`config.mk`:
```
export PLATFORM = sky130hd
export DESIGN_NAME = fp_32_vec_packer
export DESIGN_NICKNAME = d
export VERILOG_FILES = /design/src/rtl/fp_32_vec_packer.sv
export SDC_FILE = /design/constraint.sdc
export NUM_CORES = 1
export LEC_CHECK = 0
export BUFFER_PORTS_ARGS = -buffer_cell sky130_fd_sc_hd__buf_2
export CAP_MARGIN = 20
export CORE_MARGIN = 3
export CORE_UTILIZATION = 55
export DETAILED_ROUTE_END_ITERATION = 8
export PLACE_DENSITY = 0.82
export REMOVE_ABC_BUFFERS = 1
export SLEW_MARGIN = 40
export SYNTH_ARGS = -nofsm -noshare
export SYNTH_HDL_FRONTEND = slang
export SYNTH_SLANG_ARGS = --single-unit
```
`constraint.sdc`:
```
create_clock -name clk -period 4.23 [get_ports clk]
set_input_delay 0.423 -clock clk [delete_from_list [all_inputs] [get_ports clk]]
set_output_delay 0.423 -clock clk [all_outputs]
set_load 0.005 [all_outputs]
```
`src/rtl/fp_32_vec_packer.sv`:
```
// Packs a framed scalar FP32 stream into OP_NUM-lane vectors for the compare tree.
// Incomplete final vectors are padded with PAD_VALUE (-inf) so padding never wins a max.
module fp_32_vec_packer #(
  parameter int OP_NUM = 4,
  parameter int DATA_WIDTH = 32,
  parameter logic [DATA_WIDTH-1:0] PAD_VALUE = 32'hFF80_0000,
  parameter int CNT_WIDTH = 16
) (
  input  logic                         clk,
  input  logic                         rst_n,
  input  logic                         en,
  input  logic [DATA_WIDTH-1:0]        in_data,
  input  logic                         in_valid,
  input  logic                         in_last,
  output logic                         in_ready,
  output logic [OP_NUM*DATA_WIDTH-1:0] vec_data,
  output logic                         vec_valid,
  output logic                         row_done,
  output logic [CNT_WIDTH-1:0]         row_vec_cnt
);

  localparam int LW = (OP_NUM > 1) ? $clog2(OP_NUM) : 1;
  localparam logic [LW-1:0] LAST_LANE = LW'(OP_NUM - 1);

  typedef enum logic {IDLE, FILL} state_t;

  state_t                       state, next_state;
  logic [DATA_WIDTH-1:0]        lanes [OP_NUM];
  logic [LW-1:0]                lane_idx;
  logic [CNT_WIDTH-1:0]         count;
  logic                         accept;
  logic                         complete;
  logic [OP_NUM*DATA_WIDTH-1:0] next_vec;

  // The tree never backpressures, so readiness is just the shared stall.
  assign in_ready = en;
  assign accept   = in_valid & en;
  assign complete = accept & (in_last | (lane_idx == LAST_LANE));

  always_ff @(posedge clk or negedge rst_n) begin
    if (!rst_n) begin
      state <= IDLE;
    end else if (en) begin
      state <= next_state;
    end
  end

  always_comb begin
    next_state = state;
    case (state)
      IDLE:    if (accept && !in_last) next_state = FILL;
      FILL:    if (accept && in_last)  next_state = IDLE;
      default: next_state = IDLE;
    endcase
  end

  // Completing element goes straight into its lane of the output, bypassing the lane registers.
  always_comb begin
    next_vec = '0;
    for (int k = 0; k < OP_NUM; k++) begin
      if (LW'(k) < lane_idx) begin
        next_vec[k*DATA_WIDTH +: DATA_WIDTH] = lanes[k];
      end else if (LW'(k) == lane_idx) begin
        next_vec[k*DATA_WIDTH +: DATA_WIDTH] = in_data;
      end else begin
        next_vec[k*DATA_WIDTH +: DATA_WIDTH] = PAD_VALUE;
      end
    end
  end

  always_ff @(posedge clk or negedge rst_n) begin
    if (!rst_n) begin
      for (int k = 0; k < OP_NUM; k++) begin
        lanes[k] <= PAD_VALUE;
      end
      lane_idx    <= '0;
      count       <= '0;
      vec_data    <= {OP_NUM{PAD_VALUE}};
      vec_valid   <= 1'b0;
      row_done    <= 1'b0;
      row_vec_cnt <= '0;
    end else if (en) begin
      if (complete) begin
        for (int k = 0; k < OP_NUM; k++) begin
          lanes[k] <= PAD_VALUE;
        end
        lane_idx  <= '0;
        vec_data  <= next_vec;
        vec_valid <= 1'b1;
        if (in_last) begin
          row_done    <= 1'b1;
          row_vec_cnt <= count + CNT_WIDTH'(1);
          count       <= '0;
        end else begin
          row_done <= 1'b0;
          count    <= count + CNT_WIDTH'(1);
        end
      end else begin
        if (accept) begin
          lanes[lane_idx] <= in_data;
          lane_idx        <= lane_idx + LW'(1);
        end
        vec_valid <= 1'b0;
        row_done  <= 1'b0;
      end
    end
  end

endmodule

```
==> results.yml <==
setup_path:
  r2r_slack_ps: 1260
  cp-end-kind: "flop"
  crit_fanout: 35
  reg2reg_depth: 4
  r2r_start: "lane_idx[1]$_DFFE_PN0P_"
  crit_buf_inv: 1
  worstSetupStartpointType: "flop"
  worstPathRequired_ps: 4680
  worstPathCellList: "inv_1 -> ha_2 -> and2_2 -> a22o_1"
  cpPeakStageDelay_ps: 820
  crit_family: "adder cells"
  cpMaxStageDelayCell: "ha_2"
  cp-startpoint: "lane_idx[1]$_DFFE_PN0P_"
  rr_endpoint: "lanes[69]$_DFFE_PN0P_"
  critical_path_class: "flop to flop"
  crit_cells: 4
  critPathArrivalTime_ps: 3420
  crit_end: "lanes[69]$_DFFE_PN0P_"
pwr:
  pwr-share-comb: 0.188
  power.internal_mw: 5.11
  power_frac_clock: 0.337
  p_leak_nw: 6.30
  switchingPower_mw: 2.00
  power_density_nw_per_um2: 544
  vdd_drop_max_mv: 0.352
  power_mw: 7.11
  netSwitchingFraction: 0.282
  seq_power_share: 0.475
clock_tree:
  cts.sinks: 260
  cts-root-buf: "clkbuf_16"
  cts_tree: "done"
  h-tree-depth: 1
  cts_hold_buf: 1
  clock_path_buffers: 3
  clk_latency_ps: 530
  post_cts_buffers: 0
  clkSlewWorstSetupHoldPaths_ps: 60
  cts_resized: 0
  numCtsBuffers: 27
global_route:
  grt_pass1_vias: 8380
  grt_max_degree: 109
  antenna_found_initial: 1
  overflow: 0
  grt_pass1_wl_um: 45500
  grt_usage: 0.256
floorplanning:
  initial_utilization: 0.565
  die_area_um2: 21800
  rows: 51
  die_w_um: 148
  die_height_um: 148
  ios: 184
  core_area_um2: 19600
layout:
  fin_util: 0.667
  fillers: 1469
  drive_gt1_frac: 0.278
  synthToLayoutAreaGrowth_pct: 18.2
  nNetsFinal: 1216
timing:
  worst_pin_slew_ps: 840
  relSlewSlack: 0.440
  fmax_mhz: 337
  layout_min_cycle_time_ps: 2970
  hold_violations: 0
  setup_viol: 0
  rsz0062_at_grt: "false"
  min_period_over_period: 0.701
  drv_slew: 0
  skew_ps: 19.4
  finalSetupTns_ps: 0
routing:
  wl_um: 28100
  drtIter0Drc: 623
  vias: 8533
  vias_per_cell: 5.84
  wl_per_cell_um: 19.2
  drtPass1Iterations: 5
  antenna_left: 0
  drc: 0
yosys:
  synth_area_um2: 11100
  synth_cell_types: 39
  yosysSeqAreaShare: 0.595
  syn_inst: 1036
  ys_warn_count: 0
  avgSynthCellArea_um2: 10.7
  synth.ff_latch_count: 260
hold_path:
  min_path_type: "primary input to flop"
outcome:
  status: "complete, no violations"
run:
  cap_violations: 0
placement:
  dp_hpwl_um: 17700
  port_buffers: 183
  gp_congestion: 0.811
## cell usage in the layout, fill, tap and decap left out, types with 9 or more instances in the layout
cell / n
inv_1: 14
nor2_1: 77
dfrtp_1: 196
a21oi_1: 131
and3_1: 24
o21ai_1: 91
mux2i_1: 32
buf_2: 182
a22o_1: 94
xnor2_1: 10
clkbuf_16: 27
dfstp_2: 63
a2bb2oi_1: 18
o21ai_0: 9
nand2_1: 121
## stage by stage
stage,area [um2],hold slack (ps),worst slack [ps],cells
finish,13100,175,1260,1460
detailed placement,12100,396,1260,1408
global placement,12100,448,1350,1405
floorplan,10700,127,-550,949
global route,13100,184,1080,1459
CTS,13100,160,1250,1459
## worst reg2reg max path, cell delays in order, from the launching register on
cell     delay [ps]
dfrtp_2         510
inv_1           560
ha_2            830
and2_2          770
a22o_1          240
## power groups by stage
stage                     Sequential (mW)  Combinational, mW  Clock (mW)
after floorplan                      3.37              0.721           0
after global placement               3.38               1.27           0
after detailed placement             3.39               1.35           0
after CTS                            3.37               1.35        2.42
after global routing                 3.43               1.49        2.53
final                                3.37               1.34        2.40
## flip-flops by register name, summed over array words and instances (netlist names)
| register | flops |
|---|---|
| vec_data | 128 |
| vec_valid | 1 |
| row_vec_cnt | 16 |
| lanes | 96 |
| count | 16 |
| lane_idx | 2 |
| row_done | 1 |
## cells by family (layout without fill, tap and decap cells)
kind of cell,after synthesis,after routing,share of synthesized area
AOI/OAI and AO/OA,363,363,0.206
xor gates and xnor gates,14,14,0.0111
adders and majority gates,6,6,0.00679
buffers and inverters,101,259,0.0400
DFF,260,260,0.595
muxes,34,34,0.0310
other,0,1,0
and+or+nand+nor,258,258,0.110
## synthesized netlist by cell type, drive strengths merged
cell type	count	area (um2)
ha	6	75.1
nand2b	5	31.3
a31oi	7	43.8
mux2	2	22.5
dfrtp	197	4930
nand4b	1	8.76
buf	46	236
clkbuf	41	154
inv	14	52.6
nor2b	1	6.26
nand3	6	40.0
nor2	79	302
xor2	4	35.0
a21oi	131	656
and2b	1	7.51
o41ai	1	8.76
mux2i	32	320
nand2	122	458
xnor2	10	87.6
a2bb2oi	18	158
o21ai	106	542
and4	2	17.5
a22o	94	823
and2	4	25.0
or3	1	6.26
nor4	4	85.1
o31ai	5	37.5
dfstp	63	1660
nand4	4	40.0
nor3	3	30.0
and3	25	156
o211a	1	10.0
## per-layer routing
| layer | wire (um) | part of all wire | GRT usage |
|---|---|---|---|
| met2 | 13400 | 0.48 | 0.413 |
| met3 | 1840 | 0.065 | 0.0469 |
| met4 | 537 | 0.019 | 0.0656 |
| met5 | 19 | 0.00068 | 0 |
| met1 | 12300 | 0.44 | 0.366 |
## final cells by class
class | count | area (um2) | share of cell area
antenna | 1 | 2.50 | 0.000191
clock buffer | 39 | 791 | 0.0605
clock inverter | 11 | 110 | 0.00842
inverter | 14 | 52.6 | 0.00402
multi-input combinational | 675 | 4120 | 0.315
sequential | 260 | 6590 | 0.504
tap | 265 | 332 | 0.0254
timing repair buffer | 195 | 1080 | 0.0825
## worst min-delay path by stage
| stage | endpoint | start | cells past startpoint | slack (ps) |
|---|---|---|---|---|
| 2_1_floorplan | count[0]$_DFFE_PN0P_ | rst_n | 0 | 130 |
| 3_3_place_gp | lanes[120]$_DFFE_PN1P_ | lanes[120]$_DFFE_PN1P_ | 2 | 450 |
| 3_5_place_dp | row_vec_cnt[6]$_DFFE_PN0P_ | rst_n | 1 | 400 |
| 4_1_cts | lanes[125]$_DFFE_PN1P_ | in_data[29] | 3 | 160 |
| 5_1_grt | lanes[125]$_DFFE_PN1P_ | in_data[29] | 3 | 180 |
| 6_report | lanes[122]$_DFFE_PN1P_ | in_data[26] | 3 | 170 |
No activity file was read; power rests on OpenSTA's default activity.
